File: config.mk
export PLATFORM = sky130hd
export DESIGN_NAME = sram_controller_flat
export DESIGN_NICKNAME = d
export VERILOG_FILES = /design/src/rtl/sram_controller_if.sv /design/src/rtl/sram_controller.sv /design/src/flat_wrapper.sv
export SDC_FILE = /design/constraint.sdc
export NUM_CORES = 1
export LEC_CHECK = 0
export ABC_AREA = 1
export CAP_MARGIN = 20
export CORE_UTILIZATION = 36
export DETAILED_ROUTE_END_ITERATION = 6
export PLACE_DENSITY = 0.93
export SYNTH_ARGS = -nofsm -noshare
export SYNTH_HDL_FRONTEND = slang
export SYNTH_SLANG_ARGS = --single-unit
File: constraint.sdc
create_clock -name clk -period 1.7 [get_ports clk]
set_input_delay 0.34 -clock clk [delete_from_list [all_inputs] [get_ports clk]]
set_output_delay 0.34 -clock clk [all_outputs]
set_load 0.02 [all_outputs]
File: src/rtl/sram_controller_if.sv
// Bus between the MEM pipeline stage, the SRAM controller and the external 16-bit SRAM.
// The master side is the pipeline/SRAM environment; the slave side is the controller.
interface sram_controller_if;
   logic        mem_read;
   logic        mem_write;
   logic [31:0] address;
   logic [31:0] data;
   logic [31:0] mem_result;
   logic        ready;
   logic [17:0] sram_addr;
   logic [15:0] sram_dq_out;
   logic        sram_dq_oe;
   logic [15:0] sram_dq_in;
   logic        sram_we_n;

   modport master (
      output mem_read, mem_write, address, data, sram_dq_in,
      input  mem_result, ready, sram_addr, sram_dq_out, sram_dq_oe, sram_we_n
   );

   modport slave (
      input  mem_read, mem_write, address, data, sram_dq_in,
      output mem_result, ready, sram_addr, sram_dq_out, sram_dq_oe, sram_we_n
   );
endinterface

File: src/rtl/sram_controller.sv
// 32-bit load/store controller over a 16-bit SRAM: low half then high half, WAIT_CYCLES each.
// Optional single-entry read buffer enabled by macro SRAM_READ_CACHE_EN.
module sram_controller #(
   parameter int WAIT_CYCLES = 2
) (
   input logic            clk,
   input logic            rst,
   sram_controller_if.slave bus
);
   typedef enum logic [1:0] {IDLE, LOW, HIGH, DONE} state_t;

   localparam logic [3:0] LAST = 4'(WAIT_CYCLES - 1);

   state_t      state, state_nxt;
   logic [3:0]  cnt, cnt_nxt;
   logic [31:0] result, result_nxt;
   logic        req, is_write, is_read, last, hit;
   logic [16:0] idx;
   logic [31:0] hit_data;
   logic        unused;

   // Request is not latched: upstream holds it stable until ready.
   assign req      = bus.mem_read | bus.mem_write;
   assign is_write = bus.mem_write;
   assign is_read  = bus.mem_read & ~bus.mem_write;
   assign idx      = bus.address[18:2];
   assign last     = (cnt >= LAST);
   assign unused   = ^{bus.address[31:19], bus.address[1:0]};
   assign bus.mem_result = result;

`ifdef SRAM_READ_CACHE_EN
   logic        buf_vld, buf_vld_nxt;
   logic [16:0] buf_tag, buf_tag_nxt;
   logic [31:0] buf_data, buf_data_nxt;

   assign hit      = is_read & buf_vld & (buf_tag == idx);
   assign hit_data = buf_data;

   always_comb begin
      buf_vld_nxt  = buf_vld;
      buf_tag_nxt  = buf_tag;
      buf_data_nxt = buf_data;
      if (state == HIGH && last) begin
         if (is_read) begin
            buf_vld_nxt  = 1'b1;
            buf_tag_nxt  = idx;
            buf_data_nxt = {bus.sram_dq_in, result[15:0]};
         end else if (is_write && buf_vld && buf_tag == idx) begin
            buf_data_nxt = bus.data;
         end
      end
   end

   always_ff @(posedge clk) begin
      if (!rst) begin
         buf_vld  <= 1'b0;
         buf_tag  <= '0;
         buf_data <= '0;
      end else begin
         buf_vld  <= buf_vld_nxt;
         buf_tag  <= buf_tag_nxt;
         buf_data <= buf_data_nxt;
      end
   end
`else
   assign hit      = 1'b0;
   assign hit_data = '0;
`endif

   always_comb begin
      state_nxt       = state;
      cnt_nxt         = cnt + 4'd1;
      result_nxt      = result;
      bus.ready       = 1'b0;
      bus.sram_we_n   = 1'b1;
      bus.sram_dq_oe  = 1'b0;
      bus.sram_addr   = '0;
      bus.sram_dq_out = '0;
      case (state)
         IDLE: begin
            cnt_nxt   = '0;
            bus.ready = ~req;
            if (hit) begin
               state_nxt  = DONE;
               result_nxt = hit_data;
            end else if (req) begin
               state_nxt = LOW;
            end
         end
         LOW: begin
            bus.sram_addr = {idx, 1'b0};
            if (is_write) begin
               bus.sram_we_n   = 1'b0;
               bus.sram_dq_oe  = 1'b1;
               bus.sram_dq_out = bus.data[15:0];
            end
            if (last) begin
               state_nxt = HIGH;
               cnt_nxt   = '0;
               if (is_read) result_nxt[15:0] = bus.sram_dq_in;
            end
         end
         HIGH: begin
            bus.sram_addr = {idx, 1'b1};
            if (is_write) begin
               bus.sram_we_n   = 1'b0;
               bus.sram_dq_oe  = 1'b1;
               bus.sram_dq_out = bus.data[31:16];
            end
            if (last) begin
               state_nxt = DONE;
               cnt_nxt   = '0;
               if (is_read) result_nxt[31:16] = bus.sram_dq_in;
            end
         end
         default: begin
            bus.ready = 1'b1;
            cnt_nxt   = '0;
            state_nxt = IDLE;
         end
      endcase
   end

   always_ff @(posedge clk) begin
      if (!rst) begin
         state  <= IDLE;
         cnt    <= '0;
         result <= '0;
      end else begin
         state  <= state_nxt;
         cnt    <= cnt_nxt;
         result <= result_nxt;
      end
   end
endmodule

File: src/flat_wrapper.sv
// flat-port wrapper written by rule: the top's interface ports become plain ports
module sram_controller_flat 
#(
   parameter int WAIT_CYCLES = 2
)
  (clk, rst, bus_mem_read, bus_mem_write, bus_address, bus_data, bus_sram_dq_in, bus_mem_result, bus_ready, bus_sram_addr, bus_sram_dq_out, bus_sram_dq_oe, bus_sram_we_n);
  sram_controller_if bus_i ();
  input logic clk;
  input logic rst;
  input wire logic [$bits(bus_i.mem_read)-1:0] bus_mem_read;
  input wire logic [$bits(bus_i.mem_write)-1:0] bus_mem_write;
  input wire logic [$bits(bus_i.address)-1:0] bus_address;
  input wire logic [$bits(bus_i.data)-1:0] bus_data;
  input wire logic [$bits(bus_i.sram_dq_in)-1:0] bus_sram_dq_in;
  output wire logic [$bits(bus_i.mem_result)-1:0] bus_mem_result;
  output wire logic [$bits(bus_i.ready)-1:0] bus_ready;
  output wire logic [$bits(bus_i.sram_addr)-1:0] bus_sram_addr;
  output wire logic [$bits(bus_i.sram_dq_out)-1:0] bus_sram_dq_out;
  output wire logic [$bits(bus_i.sram_dq_oe)-1:0] bus_sram_dq_oe;
  output wire logic [$bits(bus_i.sram_we_n)-1:0] bus_sram_we_n;
  assign bus_i.mem_read = bus_mem_read;
  assign bus_i.mem_write = bus_mem_write;
  assign bus_i.address = bus_address;
  assign bus_i.data = bus_data;
  assign bus_i.sram_dq_in = bus_sram_dq_in;
  assign bus_mem_result = bus_i.mem_result;
  assign bus_ready = bus_i.ready;
  assign bus_sram_addr = bus_i.sram_addr;
  assign bus_sram_dq_out = bus_i.sram_dq_out;
  assign bus_sram_dq_oe = bus_i.sram_dq_oe;
  assign bus_sram_we_n = bus_i.sram_we_n;
  sram_controller #(.WAIT_CYCLES(WAIT_CYCLES)) u_core (.clk(clk), .rst(rst), .bus(bus_i));
endmodule
==> metrics.yaml, run 1 <==
run_status: "finished, violations left"
violations: "negative setup slack"
crit_path_end_kind: "primary output"
drtPass1Iterations: 4
startpoint_type: "flop"
skew_ps: 3.38
post_dp_cell_area_sq_um: 3830
syn_area_sq_um: 2240
p_leak_nw: 1.84
synth.area.top_cells: "dfxtp_1 (34%), nand2_1 (12%), a21oi_1 (11%)"
antenna_found_initial: 0
clkTransAtPathRegs_ps: 80
grt_max_degree: 65
rsz0062_at_grt: "yes"
synth_top_area_share_pct: 34.0
tns_ps: -4280
min_path_cells: 1
seq_area_frac_synth_pct: 34.0
rr_startpoint: "u_core.state[0]"
fin_area_sq_um: 4280
r2r_cells: 10
synth_common_cells: "nand2_1 (70), nor2_1 (54), a21oi_1 (50)"
cp.required_ps: 1360
num_vias: 2638
start_util_pct: 37.6
power.density_nw_per_um2: 1220
synthesis.nets: 424
min_period_over_period_pct: 109
slew_violations: 0
yosys_warnings: 0
min_period_ps: 1860
die_h_microns: 80.9
final_util_pct: 71.9
cts_inserted_buffers: 5
synth_area_per_cell_sq_um: 6.73
io_buffer_count: 137
cts.sinks: 38
wirelength_mm: 7.24
synth-edff-count: 0
synth_cells: 333
antenna_cells: 0
clk_latency_ps: 280
hold_viol: 0
async_reset_ff_share_pct: 0
path_class: "flop to primary output"
dieArea_sq_um: 6540
cts_root_buf: "clkbuf_8"
r2r-end: "u_core.bus.mem_result[10]"
yosysUniqueCellTypes: 22
ir_drop_mv: 1.01
grt_overflow: 0
fill_cells: 430
cts.path.max_buffers: 2
detail_route.iter0.violations: 113
drc: 0
die_w_microns: 80.9
grt_pass1_wl_mm: 11.1
drtAntennaViolNets: 0
num_rows: 28
core_area_sq_um: 5960
hp-start: "u_core.cnt[0]"
cp_max_fo: 9
max_cap_violations: 0
r2r_slack_ps: 140
cts_max_level: 2
ios: 153
grt_pass1_vias: 2555
wl_per_cell_microns: 13.0
fmax_mhz: 538
cts_tree: "yes"
dp_cells: 545
synth_most_common_cell: "nand2_1"
ys_seq_elements: 38
via_per_inst: 4.74
hold_path.class: "flop to flop"
final_nets: 572
ys.flop_type: "dfxtp_1"
layout-drive-gt1-share_pct: 26.8
ctsHoldBuffers: 0
dpl.hpwl_mm: 5.23
setup_viol: 36
yosys.area.top_type: "dfxtp_1"
track_usage_pct: 21.7
finalWorstSetupSlack_ps: -159
fin_cells: 557
whs_endpoint: "u_core.cnt[0]"
worstPathArrival_ps: 1520
whs_ps: 486
area_delta_synth_final_pct: 91.1
place_congestion: 0.756
==> critical path, stage by stage (launching register included) <==
cell	delay, ps
dfxtp_4	370
inv_4	50
ha_4	290
nand2_4	90
buf_16	160
a21oi_2	110
buf_4	150
==> metal layers <==
layer | GRT usage [%] | wire (microns) | vias to the layer above
li1 | - | - | 1324
met1 | 22.7 | 2770 | 1174
met2 | 41.3 | 3750 | 122
met3 | 5.84 | 505 | 18
met4 | 6.96 | 208 | 0
met5 | 0 | 0 | -
==> layout make-up <==
class / count / area (sq um) / area share (%)
repair buffers: 163 / 1720 / 40.2
inverters: 45 / 176 / 4.12
multi-input cells: 228 / 1380 / 32.3
clock buffers: 6 / 82.6 / 1.93
flip-flops and latches: 38 / 766 / 17.9
well taps: 75 / 93.8 / 2.19
clock inverters: 2 / 60.1 / 1.40
==> sequential cells by signal, indices dropped and copies added (netlist names) <==
register,cells
u_core.state,2
u_core.cnt,4
u_core.bus.mem_result,32
==> power breakdown <==
group	switching [mW]	internal, mW
sequential	0.0659	0.992
clock	0.319	0.626
combinational	1.70	1.51
==> placed cells by master, fill, tap and decap left out, types with 2 or more instances in the layout <==
cell | Yosys | layout
a21oi_2 | 0 | 11
nand3_2 | 4 | 4
buf_2 | 7 | 2
clkdlybuf4s50_1 | 0 | 100
clkbuf_8 | 0 | 6
nor2_4 | 1 | 15
buf_12 | 0 | 7
a21oi_4 | 0 | 5
inv_4 | 2 | 3
ha_4 | 0 | 3
a21oi_1 | 50 | 34
clkbuf_16 | 0 | 2
buf_6 | 12 | 27
ha_1 | 7 | 4
nand2_1 | 70 | 69
nand2_4 | 2 | 5
nor2_8 | 2 | 2
inv_2 | 1 | 3
nor2_1 | 54 | 37
buf_4 | 2 | 23
nand3_1 | 31 | 31
bufinv_16 | 0 | 2
inv_1 | 42 | 39
nor2_2 | 2 | 5
dfxtp_1 | 38 | 36
==> how the worst max path moves through the flow <==
stage               startpoint  slack (ps)                   to
2_1_floorplan  u_core.state[0]         -40  bus_sram_dq_out[11]
3_3_place_gp     bus_mem_write        -440   bus_sram_dq_out[4]
3_5_place_dp     bus_mem_write        -480   bus_sram_dq_out[7]
4_1_cts        u_core.state[0]        -140     bus_sram_addr[8]
5_1_grt        u_core.state[0]        -200    bus_sram_addr[15]
6_report       u_core.state[0]        -160  bus_sram_dq_out[13]
==> timing repair <==
item	in CTS	in global routing
setup endpoints to repair	37	37
gates resized for setup	221	39
cloned	1	2
pin swaps	1	2
setup buffers	0	1
==> through the flow <==
step           total power, mW  worst slack, ps
2_1_floorplan             2.56            -38.2
5_1_grt                   5.49             -200
6_report                  5.21             -159
3_5_place_dp              3.63             -483
3_3_place_gp              3.57             -441
4_1_cts                   4.82             -136
==> kinds of logic after synthesis <==
family          after synthesis  share of synthesized area, %
compound gates               50                          11.2
xor+xnor                      1                         0.391
fa+ha+maj                     7                          3.91
buf+inv                      67                          16.2
flops                        38                          34.0
other cells                   1                         0.167
simple gates                169                          34.2
(Power assumes the default switching activity.)
==> inputs of run 2 (changes only) <==
Settings changed: CORE_ASPECT_RATIO from default to 1.1, REMOVE_ABC_BUFFERS from default to 1.
==> metrics.yaml, run 2 (synthesis gave the netlist of run 1 again) <==
dieArea_sq_um: 6540  # about the same
min_period_ps: 1990  # +129 ps
detail_route.iter0.violations: 162  # +43%
area_delta_synth_final_pct: 95.1
final_nets: 583  # +1.9%
fin_area_sq_um: 4370  # +2.1%
ios: 153  # unchanged
global_route.usage.met2_pct: 44.1  # +2.7 points
antenna_cells: 0  # unchanged
startpoint_type: "flop"
drtPass1Iterations: 4  # unchanged
cts.sinks: 38  # unchanged
clkPwrFrac_pct: 10.9  # -7.2 points
cts_root_buf: "clkbuf_8"
layout-drive-gt1-share_pct: 29.6  # +2.9 points
r2r_cells: 11  # +1
most-common-layout-cells: "clkdlybuf4s50_1 (99), nand2_1 (57), inv_1 (39), a21oi_1 (39), nor2_1 (38)"
core_area_sq_um: 5880  # -1.3%
p_int_mw: 3.04  # -2.9%
clkTransAtPathRegs_ps: 60  # -20 ps
rsz0062_at_grt: "yes"
combinationalPowerShare_pct: 69.3  # +7.7 points
cts_max_level: 2  # unchanged
grt_util_met3_pct: 9.13  # +3.3 points
num_rows: 29  # +3.6%
run_status: "finished, violations left"
die_h_microns: 84.7  # +4.8%
track_usage_pct: 23.4  # +1.7 points
place_congestion: 0.797  # +5.4%
p_total_mw: 5.45  # +4.6%
fmax_mhz: 503  # -6.5%
ir_drop_mv: 0.715  # -29%
grt_overflow: 0  # unchanged
grt_max_degree: 35  # -46%
wirelength_mm: 9.23  # +28%
path_class: "flop to primary output"
die_w_microns: 77.2  # -4.5%
pwr-share-seq_pct: 19.8  # -0.5 points
rr_startpoint: "u_core.state[0]"
post_dp_cell_area_sq_um: 3750  # -2.3%
min_period_over_period_pct: 117  # +7.6 points
clk_latency_ps: 280  # about the same
p_leak_nw: 1.87  # +1.7%
dp_slack_ps: -588  # -106 ps
io_buffer_count: 137  # unchanged
cp-startpoint: "u_core.state[1]"
layout_commonest_cell: "clkdlybuf4s50_1"
grt_pass1_vias: 2679  # +4.9%
violations: "negative setup slack"
cts_tree: "yes"
hold_viol: 0  # unchanged
grt_pass1_wl_mm: 12.2  # +10%
skew_ps: 12.0  # +8.59 ps
cp.required_ps: 1360  # about the same
start_util_pct: 38.1  # +0.50 points
use_met1_pct: 23.3  # +0.62 points
largest_reg_flops: 32  # unchanged
wl_per_cell_microns: 16.2  # +25%
finalWorstSetupSlack_ps: -288  # -129 ps
antenna_found_initial: 0  # unchanged
setup.worst_path.end: "bus_sram_dq_out[2]"
setup_viol: 35  # -2.8%
drc: 0  # unchanged
p_sw_share_pct: 44.3  # +4.3 points
grt.busiest_layer: "met2"
dpl.hpwl_mm: 4.89  # -6.4%
max_cap_violations: 0  # unchanged
r2r_slack_ps: 70  # -70 ps
cts_inserted_buffers: 5  # unchanged
cp_max_fo: 6  # -3
tns_ps: -6680  # -2400 ps
worstPathArrival_ps: 1650  # +130 ps
whs_ps: 482  # -3.38 ps
cts.path.max_buffers: 2  # unchanged
p_sw_mw: 2.41  # +16%
slew_violations: 0  # unchanged
num_vias: 2881  # +9.2%
drtAntennaViolNets: 0  # unchanged
via_per_inst: 5.05  # +6.7%
r2r-end: "u_core.bus.mem_result[13]"
power.density_nw_per_um2: 1250  # +2.5%
hold_path.class: "flop to flop"
crit_path_end_kind: "primary output"
==> run 2: cell count changes in the layout (fill, tap and decap cells not counted), moves of 2 or more <==
cell | before | now
a21oi_2 | 11 | 8
a21oi_4 | 5 | 3
nand2_8 | 0 | 3
buf_12 | 7 | 9
a21oi_1 | 34 | 39
buf_4 | 23 | 29
buf_6 | 27 | 30
bufinv_16 | 2 | 0
nand2_2 | 0 | 12
nand2_1 | 69 | 57
==> run 2: final cells by class <==
type | count | area, sq um
inverter | 45 | 179
clock inverter | 2 | 13.8
tap | 77 | 96.3
timing repair buffer | 172 | 1820
fill | 391 | 1510
multi-input combinational | 230 | 1420
sequential | 38 | 768
clock buffer | 6 | 72.6
==> run 2: critical path: stages (launching register included) <==
cell and delay [ps]:
dfxtp_4 380, inv_4 50, ha_4 290, nand2_4 70, buf_6 150, buf_6 130, a21oi_4 150, buf_6 150
==> run 2: timing repair <==
action                                  CTS  global route
endpoints found under the setup margin   37            37
setup buffers                             8             4
hold buffers                              0             0
pin swaps                                11            13
cloned                                    2             5
gates resized for setup                 233            47
==> run 2: per-stage QoR <==
| stage | utilization [%] | cells |
|---|---|---|
| final | 74.3 | 570 |
| after global placement | 63.7 | 543 |
| after global routing | 74.3 | 570 |
| after CTS | 69.5 | 561 |
| after floorplan | - | 311 |
| after detailed placement | 63.7 | 543 |
==> run 2: worst min-delay path by stage <==
stage                        startpoint             to  cells after the start
after floorplan           u_core.cnt[0]  u_core.cnt[0]                      1
after global routing      u_core.cnt[0]  u_core.cnt[0]                      1
after detailed placement  u_core.cnt[0]  u_core.cnt[0]                      1
after global placement    u_core.cnt[0]  u_core.cnt[0]                      1
after CTS                 u_core.cnt[0]  u_core.cnt[0]                      1
final                     u_core.cnt[0]  u_core.cnt[0]                      1
==> run 2: power by group through the flow <==
| stage | logic, mW | registers [mW] | clock network, mW |
|---|---|---|---|
| after global routing | 3.94 | 1.09 | 0.659 |
| final | 3.78 | 1.08 | 0.596 |
| after global placement | 2.36 | 1.06 | 0 |
| after floorplan | 1.13 | 1.13 | 0 |
| after detailed placement | 2.40 | 1.07 | 0 |
| after CTS | 3.08 | 1.07 | 0.618 |
==> run 2: metal layers <==
metal	share of wire, %	wire, microns
met3	9.5	879
met4	4.3	393
met2	51	4670
met5	0	0
met1	36	3290
==> inputs of run 3 (changes only) <==
Settings changed: PLACE_DENSITY 0.93 to 0.82.
==> metrics.yaml, run 3 (synthesis gave the netlist of run 1 again) <==
cp_common_cell: "buf_4"
rsz0062_at_grt: "yes"
violations: "negative setup slack"
most-common-layout-cells: "clkdlybuf4s50_1 (100), nand2_1 (62), inv_1 (40), nor2_1 (37), dfxtp_1 (36)"
path_class: "flop to primary output"
cts_root_buf: "clkbuf_8"
grt_pass1_wl_mm: 11.5  # -6.1%
rr_startpoint: "u_core.state[0]"
seq_area_sq_um: 768  # unchanged
cts.path.max_buffers: 2  # unchanged
r2r-end: "u_core.bus.mem_result[3]"
ctsHoldBuffers: 0  # unchanged
startpoint_type: "flop"
p_total_mw: 5.11  # -6.3%
slew_violations: 0  # unchanged
finalWorstSetupSlack_ps: -204  # +83.8 ps
crit_cells: 6  # -1
hp-start: "u_core.bus.mem_result[30]"
cts_max_level: 2  # unchanged
grt_pass1_vias: 2505  # -6.5%
cp.required_ps: 1360  # about the same
r2r_slack_ps: 140  # +70 ps
worstPathArrival_ps: 1560  # -90 ps
min_period_ps: 1900  # -83.8 ps
place_congestion: 0.780  # -2.1%
dpl.hpwl_mm: 5.36  # +9.6%
io_buffer_count: 137  # unchanged
start_util_pct: 38.1  # unchanged
ir_drop_mv: 0.752  # +5.2%
drtAntennaViolNets: 0  # unchanged
skew_ps: 2.51  # -9.46 ps
layout-drive-gt1-share_pct: 28.0  # -1.7 points
grt_overflow: 0  # unchanged
detail_route.iter0.violations: 71  # -56%
clk_latency_ps: 290  # about the same
largest_reg_flops: 32  # unchanged
clkTransAtPathRegs_ps: 70  # about the same
fill_cells: 415  # +6.1%
final_nets: 574  # -1.5%
die_w_microns: 77.2  # unchanged
hold_path.class: "flop to flop"
cts.sinks: 38  # unchanged
drtPass1Iterations: 4  # unchanged
multiInputGateArea_sq_um: 1440  # +1.4%
worst-path-buf-inv: 3  # -1
layout_commonest_cell: "clkdlybuf4s50_1"
power.density_nw_per_um2: 1200  # -3.5%
crit_family: "flip-flops"
worst_path_max_delay_cell: "dfxtp_4"
crit_path_end_kind: "primary output"
wl_per_cell_microns: 16.1  # -0.30%
hold_viol: 0  # unchanged
die_h_microns: 84.7  # unchanged
cp_max_fo: 5  # -1
ios: 153  # unchanged
drc: 0  # unchanged
track_usage_pct: 22.3  # -1.1 points
area_delta_synth_final_pct: 89.5
cts_tree: "yes"
num_vias: 2773  # -3.7%
min_path_cells: 2  # +1
setup_viol: 36  # +2.9%
dp_slack_ps: -471  # +117 ps
cts_inserted_buffers: 5  # unchanged
core_area_sq_um: 5880  # unchanged
critPathMaxStageDelay_ps: 380  # about the same
crit_chain: "inv_4 > ha_4 > nand2_4 > buf_4 > a21oi_1 > buf_4"
fmax_mhz: 525  # +4.4%
final_util_pct: 72.2  # -2.1 points
antenna_found_initial: 0  # unchanged
grt_max_degree: 46  # +31%
whs_endpoint: "u_core.bus.mem_result[30]"
wirelength_mm: 9.04  # -2.0%
min_period_over_period_pct: 112  # -4.9 points
num_rows: 29  # unchanged
r2r_cells: 10  # -1
via_per_inst: 4.95  # -2.0%
dieArea_sq_um: 6540  # unchanged
antenna_cells: 0  # unchanged
max_cap_violations: 0  # unchanged
tns_ps: -4690  # +1990 ps
run_status: "finished, violations left"
p_leak_nw: 1.80  # -3.8%
run 3: cell types whose count changed in the layout (fill, tap and decap cells not counted), moves of 3 or more:
| cell | previous run | this run |
|---|---|---|
| a21oi_1 | 39 | 35 |
| a21oi_2 | 8 | 12 |
| buf_4 | 29 | 24 |
| clkbuf_16 | 3 | 0 |
| nand2_1 | 57 | 62 |
| nand2_2 | 12 | 7 |
| nor2_2 | 5 | 2 |
| nor2_4 | 14 | 18 |
run 3: power breakdown:
group	internal (mW)	switching, mW
logic	1.50	1.95
clock network	0.275	0.306
registers	0.998	0.0777
run 3: repair_timing:
action	in CTS	in global routing
gates resized for setup	227	63
endpoints found under the setup margin	37	36
buffers inserted	6	0
pin swaps	3	3
cloned	2	1
run 3: stage by stage:
step / cell area (sq um) / hold WS, ps / cells
final: 4240 / 483 / 560
after global routing: 4240 / 518 / 560
after CTS: 3990 / 486 / 559
after detailed placement: 3730 / 469 / 544
after global placement: 3730 / 447 / 544
after floorplan: 2050 / 433 / 311
run 3: final cells by class:
class,count,area share (%)
clock inverters,2,0.236
flip-flops and latches,38,18.1
clock buffers,5,1.62
multi-input cells,230,34.0
inverters,45,4.22
well taps,77,2.27
repair buffers,163,39.5
run 3: per-layer routing:
layer / up-vias / track usage, % / share of wire [%]
met5: - / 0 / 0
met4: 0 / 10.5 / 5.1
met3: 33 / 7.61 / 8.4
met2: 129 / 40.4 / 50
met1: 1285 / 23.0 / 36
li1: 1326 / - / -
run 3: worst max path at each step:
stage | endpoint | from
finish | bus_sram_dq_out[8] | u_core.state[0]
global route | bus_sram_dq_out[8] | u_core.state[0]
CTS | bus_sram_dq_out[10] | u_core.state[0]
detailed placement | bus_sram_addr[7] | u_core.state[0]
global placement | bus_sram_dq_out[0] | bus_mem_write
floorplan | bus_sram_addr[10] | u_core.state[0]
run 3: worst reg2reg max path, delay by kind of cell, from the launching register on:
kind | cells | cell delay (ps)
and+or+nand+nor | 4 | 330
buffers and inverters | 5 | 590
DFF | 1 | 380
adders and majority gates | 1 | 160
